**src/rtl/fetch_unit.sv**
```systemverilog
// fetch_unit: instruction fetch stage feeding decode.
//
// Owns the fetch PC, reads instruction memory through a req/ack handshake,
// and buffers fetched bytes in a DEPTH-entry queue presented to decode with a
// valid/ready handshake. A redirect flushes the queue, abandons the in-flight
// fetch's data (not its handshake) and restarts fetch at the target.
//
// Ports:
//   clk, rst            clock; asynchronous active-high reset
//   imem_req/imem_addr  memory read request and address (held until ack)
//   imem_ack/imem_data  one-cycle completion pulse with instruction byte
//   inst/inst_pc        queue head instruction and its fetch address
//   inst_valid          queue non-empty
//   inst_ready          decode consumes the head when inst_valid is high
//   redirect            one-cycle flush request, target in redirect_pc
module fetch_unit #(
  parameter int         DEPTH    = 2,
  parameter logic [7:0] RESET_PC = 8'h00
) (
  input  logic       clk,
  input  logic       rst,
  output logic       imem_req,
  output logic [7:0] imem_addr,
  input  logic       imem_ack,
  input  logic [7:0] imem_data,
  output logic [7:0] inst,
  output logic [7:0] inst_pc,
  output logic       inst_valid,
  input  logic       inst_ready,
  input  logic       redirect,
  input  logic [7:0] redirect_pc
);

  localparam int PTR_W = (DEPTH > 1) ? $clog2(DEPTH) : 1;
  localparam int CNT_W = $clog2(DEPTH + 1);

  typedef enum logic [1:0] {
    IDLE = 2'd0,
    WAIT = 2'd1,
    DROP = 2'd2
  } state_t;

  state_t             state;
  state_t             next_state;
  logic [7:0]         fetch_pc;
  logic [PTR_W-1:0]   rd_ptr;
  logic [PTR_W-1:0]   wr_ptr;
  logic [CNT_W-1:0]   count;
  logic [7:0]         q_inst [DEPTH];
  logic [7:0]         q_pc   [DEPTH];

  logic               outstanding;
  logic               credit;
  logic               issue;
  logic               push;
  logic               pop;

  // Credit counts the in-flight fetch so an ack can never find the queue full.
  always_comb begin
    outstanding = (state != IDLE);
    credit      = ({1'b0, count} + (CNT_W + 1)'(outstanding)) < (CNT_W + 1)'(DEPTH);
    pop         = inst_valid && inst_ready && !redirect;
    next_state  = state;
    issue       = 1'b0;
    push        = 1'b0;
    case (state)
      IDLE: begin
        if (!redirect && credit) begin
          issue      = 1'b1;
          next_state = WAIT;
        end
      end
      WAIT: begin
        if (redirect) begin
          // Data returning after a redirect belongs to the old stream.
          next_state = imem_ack ? IDLE : DROP;
        end else if (imem_ack) begin
          push       = 1'b1;
          next_state = IDLE;
        end
      end
      DROP: begin
        if (imem_ack) begin
          next_state = IDLE;
        end
      end
      default: next_state = IDLE;
    endcase
  end

  always_ff @(posedge clk or posedge rst) begin
    if (rst) begin
      state <= IDLE;
    end else begin
      state <= next_state;
    end
  end

  always_ff @(posedge clk or posedge rst) begin
    if (rst) begin
      fetch_pc  <= RESET_PC;
      imem_addr <= RESET_PC;
    end else begin
      if (redirect) begin
        fetch_pc <= redirect_pc;
      end else if (push) begin
        fetch_pc <= fetch_pc + 8'd1;
      end
      if (issue) begin
        imem_addr <= fetch_pc;
      end
    end
  end

  always_ff @(posedge clk or posedge rst) begin
    if (rst) begin
      rd_ptr <= '0;
      wr_ptr <= '0;
      count  <= '0;
    end else if (redirect) begin
      rd_ptr <= '0;
      wr_ptr <= '0;
      count  <= '0;
    end else begin
      if (push) begin
        wr_ptr <= wr_ptr + PTR_W'(1);
      end
      if (pop) begin
        rd_ptr <= rd_ptr + PTR_W'(1);
      end
      case ({push, pop})
        2'b10:   count <= count + CNT_W'(1);
        2'b01:   count <= count - CNT_W'(1);
        default: count <= count;
      endcase
    end
  end

  // Queue storage carries no reset; inst_valid gates its meaning.
  always_ff @(posedge clk) begin
    if (push) begin
      q_inst[wr_ptr] <= imem_data;
      q_pc[wr_ptr]   <= fetch_pc;
    end
  end

  assign imem_req   = (state != IDLE);
  assign inst_valid = (count != '0);
  assign inst       = q_inst[rd_ptr];
  assign inst_pc    = q_pc[rd_ptr];

endmodule
```
**config.mk**
```make
export PLATFORM = sky130hd
export DESIGN_NAME = fetch_unit
export DESIGN_NICKNAME = d
export VERILOG_FILES = /design/src/rtl/fetch_unit.sv
export SDC_FILE = /design/constraint.sdc
export NUM_CORES = 1
export LEC_CHECK = 0
export ABC_CLOCK_PERIOD_IN_PS = 3900
export CORE_MARGIN = 2
export CORE_UTILIZATION = 40
export CTS_CLUSTER_DIAMETER = 100
export DETAILED_ROUTE_END_ITERATION = 8
export PLACE_DENSITY = 0.62
export SYNTH_ARGS = -nofsm -noshare
export SYNTH_HDL_FRONTEND = slang
export SYNTH_SLANG_ARGS = --single-unit
```
**constraint.sdc**
```tcl
create_clock -name clk -period 3.9 [get_ports clk]
set_input_delay 0.78 -clock clk [delete_from_list [all_inputs] [get_ports clk]]
set_output_delay 0.78 -clock clk [all_outputs]
set_load 0.01 [all_outputs]
```
After elaboration in Yosys (flattened, before gate mapping)
Memory sizes are Yosys's and may differ from the RTL's.
Cells that the tools add are included.

storage, ports and cells
  register bits = 22
  output and inout bits = 26
  bits in writable memories = 32
  memories kept = 2

memories
  memory  words  width  read ports  clocked after Yosys merged registers in  write ports  line  source
  q_inst  2      8      1           0                                        1            49    logic [7:0] q_inst [DEPTH];
  q_pc    2      8      1           0                                        1            50    logic [7:0] q_pc [DEPTH];

cells by class
  $lt $le $gt $ge = 1
  reductions and logical operators = 10
  muxes and demuxes = 20
  $add $sub $neg = 6
  eq/ne operators = 5

operator list
  kind                                                        number
  two-way mux 8 bit                                           2
  two-way mux 1 bit                                           11
  two-way mux 2 bit                                           5
  adder 8 x 1 -> 8 bit, second input constant                 1
  nonzero test 2 bit                                          4
  one-hot mux 2 bit (3 select lines)                          1
  equality test 2 x 1 -> 1 bit, second input constant         2
  equality test 2 bit, second input constant                  2
  one-hot mux 2 bit (2 select lines)                          1
  adder 2 x 1 -> 3 bit                                        1
  logical AND 1 bit                                           3
  less-than comparator 3 x 2 -> 1 bit, second input constant  1
  nonzero test 3 bit                                          1
  adder 1 bit, second input constant                          2
  adder 2 x 1 -> 2 bit, second input constant                 1
  zero test 2 bit                                             1
  inequality test 2 bit, second input constant                1
  subtractor 2 x 1 -> 2 bit, second input constant            1
  zero test 1 bit                                             1

Logic depth before layout (Yosys ltp)
  word-level depth = 6
  depth in mapped cells = 5

Worst setup path before layout
No wires, ideal clock.

  kind = in2reg
  start = input redirect
  end = memory q_inst[1][0] (enable)
  data arrival time = 2.888 ns
  buffers on the path = 2
  library setup time = 0.436 ns
  cell stages on the path = 3
  setup slack = 0.576 ns
  path through = buf_2 -> clkbuf_1 -> nor4b_1

on the way
  word-level cells in the longest chain between the ends = 4

ends and longest elaborated chain
  what                                     line  source
  from (decl)                              30    input logic redirect,
  two-way mux 1 bit                        74    if (redirect) begin
  two-way mux 1 bit                        66    case (state)
  two-way mux 1 bit                        141   if (push) begin
  two-way mux 1 bit (not written as such)  142   q_inst[wr_ptr] <= imem_data;
  to (decl)                                49

No other way between the ends.

Worst setup path in the final report
  start = register rd_ptr
  end = output inst_pc[1]

on the way
  word-level cells in the longest chain between the ends = 1

ends and longest elaborated chain
  what                     line  source
  from (decl)              46    logic [PTR_W-1:0] rd_ptr;
  from (signal assigned)   129   rd_ptr <= rd_ptr + PTR_W'(1);
  memory read (2 x 8 bit)  --
  to (decl)                27    output logic [7:0] inst_pc,

No other way between the ends.

==> impl_summary.txt <==
----------------------------------------------------
[Floorplan]
  Die Y ... 79.7 um
  DIE WIDTH ... 79.7 um
  Standard-cell row count ... 27
  Die Outline Area ... 0.00635 mm2
  Num ports ... 47
  Core Area ... 0.00551 mm2
  Initial core utilization ... 0.416

[Route]
  Count of nets left with antenna violations after detail routing ... 0
  Final routed DRC violation total ... 0
  Total wire length after detailed routing ... 4.33 mm
  Initial drt markers ... 37
  Via count ... 1427
  Routed via count divided by cell count ... 5.21
  Count of TritonRoute iterations in the first routing pass ... 4
  Final routed wire length divided by cell count ... 15.8 um

[Clock network]
  # H-tree levels ... 2
  Setup Buffers After CTS ... 0
  CTS Buf Count ... 5
  Cts-stage hold buffer count ... 0
  Clock tree from TritonCTS ... yes
  Maximum count of clock buffers along a single path ... 2
  CTS-repair resized insts ... 0
  Clock-pin slew reported for the worst setup and hold paths after clock tree synthesis ... 90 ps
  Sink Count ... 54
  Clock root buffer master ... clkbuf_8
  Later-pin clock latency in the skew report ... 300 ps

[Global routing]
  Pin count of the biggest net entering global routing ... 23
  Wire length of the first global-routing pass ... 7.27 mm
  Initial antenna violation count ... 0
  Number of global-route vias before repair ... 1462
  GRT Resource Usage Total ... 0.149
  Overall overflow remaining after global route ... 0

[Flow run]
  # Max-Cap Violations ... 0

[STA]
  Max-slew headroom at the worst pin ... 0.417
  Final worst path period need ... 2810 ps
  Number of hold violations in the final report ... 0
  Sum Neg Setup Slack ... 0 ps
  Worst clock skew ... 8.88 ps
  Post-route clock period utilization ... 0.720
  Pin slew with the least headroom to its limit ... 874 ps
  Maximum operating frequency ... 356 MHz
  Count of final setup violators ... 0
  Setup repair after global routing missed its margin ... no
  Final worst slack ... 1090 ps
  Max-slew violations ... 0
  Post-route worst hold slack ... 527 ps

[Finish]
  Final-stage net count ... 223
  Fill cell count ... 491
  Layout-stage area growth over the synthesis result ... 27.6%
  Antenna Cells ... 0
  Share of post-route cells with drive strength above 1 ... 0.218
  Register cell area after layout ... 0.00151 mm2
  Combined area of the multi-input logic cells ... 734 um2
  Final Instance Area ... 0.00292 mm2

[Place]
  Routability congestion estimate ... 0.729
  Post-Place Setup Slack ... 1230 ps
  Port buffer count ... 46
  HPWL reported at the end of detailed placement ... 3.01 mm
  Placement Cell Area ... 0.00283 mm2

[Synth]
  Most used standard cell by instance count after synthesis ... edfxtp_1
  Syn nets ... 176
  Yosys warning total ... 0
  Yosys top cell by area ... edfxtp_1
  FFs w/ async S/R, synth ... 0.407
  Sequential fraction of the synthesis area ... 0.660
  Mean instance size in the synthesized netlist ... 14.9 um2
  Number of distinct library cells after synthesis ... 39
  Number of enable flip-flop cells after synthesis ... 32
  Synth top area cells ... edfxtp_1 (42%), dfrtp_1 (24%), mux2_2 (12%)
  Share of the synthesized area in the top cell type ... 0.420
  Dominant synthesized flop cell ... edfxtp_1
  Combined area of all synthesized cells ... 0.00229 mm2
  Flops & latches, synth ... 54
  Ranking of synthesized cells by instance count ... edfxtp_1 (32), mux2_2 (25), dfrtp_1 (22)
  Number of standard cells after synthesis ... 154

[Worst setup path]
  Classification of the worst setup path ... reg2out
  Worst EP arrival ... 2030 ps
  Worst R2R End ... imem_addr[5]$_DFFE_PP0P_
  Type of origin of the critical path ... flop
  Launch point of the worst reg-to-reg path ... state[1]$_DFFE_PP0P_
  Maximum fanout count along the critical path ... 17
  Path depth of the worst reg2reg path ... 2
  Data required time of the worst path ... 3120 ps
  Register-to-Register Setup Slack ... 2230 ps
  Worst Setup End Kind ... primary output

[Hold path]
  Hold Path Origin ... imem_addr[4]$_DFFE_PP0P_
  Tightest Hold Check Type ... reg2reg
  Hold path cells ... 1
  End point of the worst hold path ... imem_addr[4]$_DFFE_PP0P_

[Power and ir drop]
  Power density over the cells ... 410 mW/mm2
  Highest ir drop seen on vdd ... 0.218 mV
  Static Leakage ... 0.00106 uW

[Outcome]
  Result of the run ... finished clean

----------------------------------------------------
[metrics by stage]
step	instances	util	total power, uW
after floorplan	154	-	787
after global placement	266	0.513	889
after detailed placement	266	0.513	897
after CTS	274	0.531	1210
after global routing	274	0.531	1260
final	274	0.531	1200
[logic make-up (layout without fill, tap and decap cells)]
family,count (synthesis),in the layout,synth area share
DFF,54,54,0.660
buffers and inverters,11,59,0.0246
AOI/OAI and AO/OA,16,16,0.0475
and+or+nand+nor,42,42,0.120
xor gates and xnor gates,4,4,0.0153
adders and majority gates,1,1,0.00546
muxes,26,26,0.127
[registers in the layout (all words and copies together) (netlist names)]
signal / count
state: 2
q_pc: 16
q_inst: 16
fetch_pc: 8
wr_ptr: 1
count: 2
rd_ptr: 1
imem_addr: 8
[area by class of cell]
cell class / instances / area share
repair buffers: 49 / 0.165
multi-input cells: 89 / 0.251
clock inverters: 2 / 0.00428
flip-flops and latches: 54 / 0.517
well taps: 72 / 0.0308
clock buffers: 6 / 0.0283
inverters: 2 / 0.00257
[power by group]
| part | internal [uW] | switching, uW | leakage, uW |
|---|---|---|---|
| sequential | 650 | 42.9 | 0.000559 |
| clock | 143 | 172 | 0.0000472 |
| combinational | 117 | 73.6 | 0.000458 |
[critical path, stage by stage, from the launching register on]
cell,delay [ps]
dfrtp_1,820
mux2_2,420
clkdlybuf4s50_1,480
[cells in the final DEF (no fill, tap or decap), drive strengths merged, types with 2 or more instances in the layout]
cell,instances
nor2b,2
or4,5
nor4,2
buf,3
a31oi,2
edfxtp,32
nand2,10
o21ai,5
nand3,6
nand3b,2
o211ai,3
nor2,4
clkdlybuf4s50,46
clkbuf,6
or2,2
dfrtp,22
mux2,25
xor2,4
inv,2
[worst max-delay path by stage]
stage                       startpoint  cells past startpoint  slack [ps]                     end
detailed placement            redirect                      4        1230    q_pc[0][6]$_DFFE_PP_
floorplan                     redirect                      3         580  q_inst[1][0]$_DFFE_PP_
finish              rd_ptr$_DFFE_PP0P_                      2        1090              inst_pc[1]
global placement              redirect                      4        1330  q_inst[0][1]$_DFFE_PP_
CTS                 rd_ptr$_DFFE_PP0P_                      2        1060              inst_pc[2]
global route        rd_ptr$_DFFE_PP0P_                      2         990              inst_pc[1]
[routing by layer]
layer / vias to the layer above / global-route usage / wire [um]
met1: 700 / 0.197 / 1990
met5: - / 0 / 0
met2: 48 / 0.245 / 2050
met3: 6 / 0.0407 / 254
met4: 0 / 0.0310 / 36
li1: 673 / - / -
Power figures use the tool's default switching activity.
==> RTL edit 1: new RTL, config.mk and constraints unchanged <==
Re-encode `state_t` (3 states) as one-hot, 3 bits wide.
--- a/src/rtl/fetch_unit.sv
+++ b/src/rtl/fetch_unit.sv
@@ -34,10 +34,10 @@
   localparam int PTR_W = (DEPTH > 1) ? $clog2(DEPTH) : 1;
   localparam int CNT_W = $clog2(DEPTH + 1);
 
-  typedef enum logic [1:0] {
-    IDLE = 2'd0,
-    WAIT = 2'd1,
-    DROP = 2'd2
+  typedef enum logic [2:0] {
+    IDLE = 3'b001,
+    WAIT = 3'b010,
+    DROP = 3'b100
   } state_t;
 
   state_t             state;
Formal check against the unedited RTL: no difference found for any inputs over 4 cycles, from zero or initial values and one cycle with rst high; so few cycles prove little.
==> RTL edit 1 against the original RTL <==
- sequential share of layout area shrank 0.12 points
- final cell count grew 2.9%
- design area grew 2.0%
- sequential cell count rose by 1
- setup slack improved by 0.013 ns
- routed wire length up 0.49%
- area after synthesis is 2.2% higher
- power rose by 16%
- non-clock buffer count shrank 1
- critical path type unchanged
==> RTL edit 1: results (changes against the original RTL) <==
outcome completed; detailed router's first-iteration violation count 51 (+38%); GRT met3 Usage 3.26% (-0.81 points); Routed met2 length 2140 um (+4.2%); pin count of the biggest net entering global routing 24 (+4.3%); leak pwr 1.09 nW (+2.3%); Post-synth EDFFs 32 (unchanged); final worst clock skew 0.00982 ns (+0.000941 ns); htree depth 2 (unchanged); placer congestion estimate 0.828 (+14%); number of non-filler instances in the completed layout 282 (+2.9%); Antenna Cells 0 (unchanged); Post-Synthesis Net Count 184 (+4.5%); detailed-placement wirelength estimate 2970 um (-1.5%); DR top layer met4; met2 Usage GRT 24.5% (-0.038 points); Placed Cells 274 (+3.0%); cell family with most CP delay flip-flops; part of the Yosys area used for sequential elements 65.7% (-0.29 points); cell chosen for the clock root clkbuf_8; Worst VDD drop 0.000236 V (+7.9%); Cell variety after synth 40 (+2.6%); Synth Area in Compound Gates 5.83% (+1.1 points); met3 routed wirelength 253 um (-0.39%); max-cap check violation count 0 (unchanged); final net count 231 (+3.6%); Main synth FF type edfxtp_1; clock input transition at the sequential cells of the worst setup and hold paths 0.09 ns (about the same); arrival time worst endpoint 2.02 ns; global-route wire length before repair 7110 um (-2.2%); met1 layer wirelength in the final routing 1910 um (-4.0%); via count of the first global-routing pass 1467 (+0.34%); most frequent cells after synthesis 32 x edfxtp_1, 22 x dfrtp_1, 17 x mux2_2; instance area at placement 2870 um2 (+1.6%); CTS buffer count 5 (unchanged); arithmetic-cell share of the synthesized area counting full adders, half adders and majority gates 0.535% (-0.012 points); average wire per cell in the routed design 15.4 um (-2.4%); pre-CTS worst setup slack 1.09 ns (-0.148 ns); number of port buffers 46 (unchanged); Fillers 467 (-4.9%); Finished Cell Area 2980 um2 (+2.0%); xor-xnor portion of the synthesized cell area 1.50% (-0.033 points); worst-case headroom to the max-slew limit 41.5% (-0.15 points); top area cells in the synthesized netlist edfxtp_1 41%, dfrtp_1 24%, mux2_2 8.2%; crit path max-delay cell type dfrtp_1; largest fanout of any net on the critical path 17 (unchanged); first-pass iteration count of the detailed router 5 (+1); gr usage total 14.6% (-0.24 points); async set-reset flop share out of synthesis 41.8% (+1.1 points); Mean Syn Cell Area 14.4 um2 (-2.9%); average via count per standard cell 5.17 (-0.66%); layout cells sized above 1 17.6% (-4.2 points); mux contribution to synthesized area 13.7% (+1.0 points); GR Layer Usage met1 18.6% (-1.1 points); maximum number of buffers from clock root to sink 2 (unchanged)
## RTL edit 1: changes by cell type in the layout (fill, tap and decap cells not counted), moves of 3 or more
cell     unedited run  this run
mux2_2             25        17
or3_1               0         3
o21ai_1             0         3
xor2_1              4         1
mux2_4              0         8
xnor2_1             0         3
nor2_1              4        11
nand2_1            10         7
## RTL edit 1: power by group
group | internal, mW | switching [mW]
Sequential | 0.677 | 0.0533
Combinational | 0.194 | 0.106
Clock | 0.192 | 0.165
## RTL edit 1: worst paths after layout
| check | startpoint | end | slack, ns | cells past startpoint |
|---|---|---|---|---|
| max | rd_ptr$_DFFE_PP0P_ | inst_pc[4] | 1.10 | 2 |
| min | imem_addr[6]$_DFFE_PP0P_ | imem_addr[6]$_DFFE_PP0P_ | 0.52 | 1 |
| max reg2reg | state[0]$_DFFE_PP1P_ | imem_addr[0]$_DFFE_PP0P_ | 1.89 | 3 |
| min reg2reg | imem_addr[6]$_DFFE_PP0P_ | imem_addr[6]$_DFFE_PP0P_ | 0.52 | 1 |
| max in group asynchronous | rst | wr_ptr$_DFFE_PP0P_ | 2.39 | 2 |
| min in group asynchronous | rst | imem_addr[3]$_DFFE_PP0P_ | 0.96 | 2 |
## RTL edit 1: final cells by class
class	instances	area (um2)	area share, %
clock inverters	1	30.0	1.01
flip-flops and latches	55	1540	51.6
multi-input cells	96	758	25.5
clock buffers	7	76.3	2.56
repair buffers	48	475	16.0
inverters	3	11.3	0.378
well taps	72	90.1	3.02
## RTL edit 1: worst reg2reg max path: stages (launching register included)
cell and delay (ns):
dfstp_2 0.57, or3b_1 0.40, or3_1 0.55, mux2_4 0.38
## RTL edit 1: through the flow
stage,total power [mW],hold slack (ns)
global route,1.45,0.552
CTS,1.41,0.520
global placement,1.04,0.495
finish,1.39,0.518
detailed placement,1.04,0.495
floorplan,0.895,0.493
==> RTL edit 2: new RTL, config.mk and constraints unchanged <==
Made on the original files. Change the parameter `DEPTH` from 2 to 4.
--- a/src/rtl/fetch_unit.sv
+++ b/src/rtl/fetch_unit.sv
@@ -14,7 +14,7 @@
 //   inst_ready          decode consumes the head when inst_valid is high
 //   redirect            one-cycle flush request, target in redirect_pc
 module fetch_unit #(
-  parameter int         DEPTH    = 2,
+  parameter int         DEPTH    = 4,
   parameter logic [7:0] RESET_PC = 8'h00
 ) (
   input  logic       clk,
Check against the original RTL: not equivalent (a bounded check fails within 10 cycles, from zero or initial values and one cycle with rst high).
==> RTL edit 2 against the original RTL <==
- routed wire length grew 40%
- power grew 110%
- area after synthesis grew 58%
- via count grew 30%
- setup slack lost 0.15 ns
- critical path depth grew 1
- register-to-register slack lost 0.26 ns
- design area grew 50%
- sequential power grew 75%
- maximum frequency shrank 5.0%
- sequential cell count grew 35
- critical path type unchanged
- largest power group unchanged
- highest routed layer unchanged
==> RTL edit 2: results (changes against the original RTL) <==
async set-reset flop share out of synthesis 28.1% (-13 points); CTS buffer count 9 (+4); GR Layer Usage met1 17.5% (-2.2 points); leak pwr 1.53 nW (+44%); beginning of the worst register-to-register path count[0]$_DFFE_PP0P_; outcome completed; switching share of power 27.4% (+3.3 points); Cell variety after synth 36 (-7.7%); cell family with most CP delay buffers and inverters; largest fanout of any net on the critical path 15 (-2); average wire per cell in the routed design 16.6 um (+4.9%); clock power share 24.2% (-2.1 points); top area cells in the synthesized netlist edfxtp_1 53%, dfrtp_1 17%, mux4_2 10%; layout cells sized above 1 19.1% (-2.7 points); power share of the combinational group 27.9% (+12 points); Routed met2 length 2870 um (+40%); Worst Hold End imem_addr[6]$_DFFE_PP0P_; delay of the slowest critical-path stage 0.55 ns (-0.27 ns); gr usage total 13.0% (-1.9 points); global-route wire length before repair 9730 um (+34%); GRT met3 Usage 5.13% (+1.1 points); Post-Synthesis Net Count 228 (+30%); detailed router's first-iteration violation count 112 (+200%); Final period util 75.8% (+3.8 points); part of the Yosys area used for sequential elements 70.4% (+4.4 points)
[RTL edit 2: through the flow]
step	instances	utilization [%]	area [um2]	power, mW	hold WS [ns]
3_3_place_gp	350	47.8	4190	1.95	0.474
6_report	365	50.0	4380	2.53	0.495
5_1_grt	365	50.0	4380	2.67	0.516
4_1_cts	365	50.0	4380	2.57	0.502
3_5_place_dp	350	47.8	4190	1.95	0.482
2_1_floorplan	201	-	3620	1.64	0.472
[RTL edit 2: final cells by class]
cell class	instances	area [um2]	area share (%)
multi-input combinational	100	1000	22.9
inverter	3	11.3	0.257
clock inverter	6	68.8	1.57
clock buffer	9	124	2.83
tap	108	135	3.08
timing repair buffer	50	490	11.2
sequential	89	2550	58.2
[RTL edit 2: cells by family (layout without fill, tap and decap cells)]
group,after synthesis,after routing,share of synthesized area (%)
flops,89,89,70.4
simple gates,44,44,7.09
mux,28,28,13.6
buf+inv,12,68,1.83
compound gates,11,11,2.08
xor+xnor,11,11,2.66
fa+ha+maj,6,6,2.28
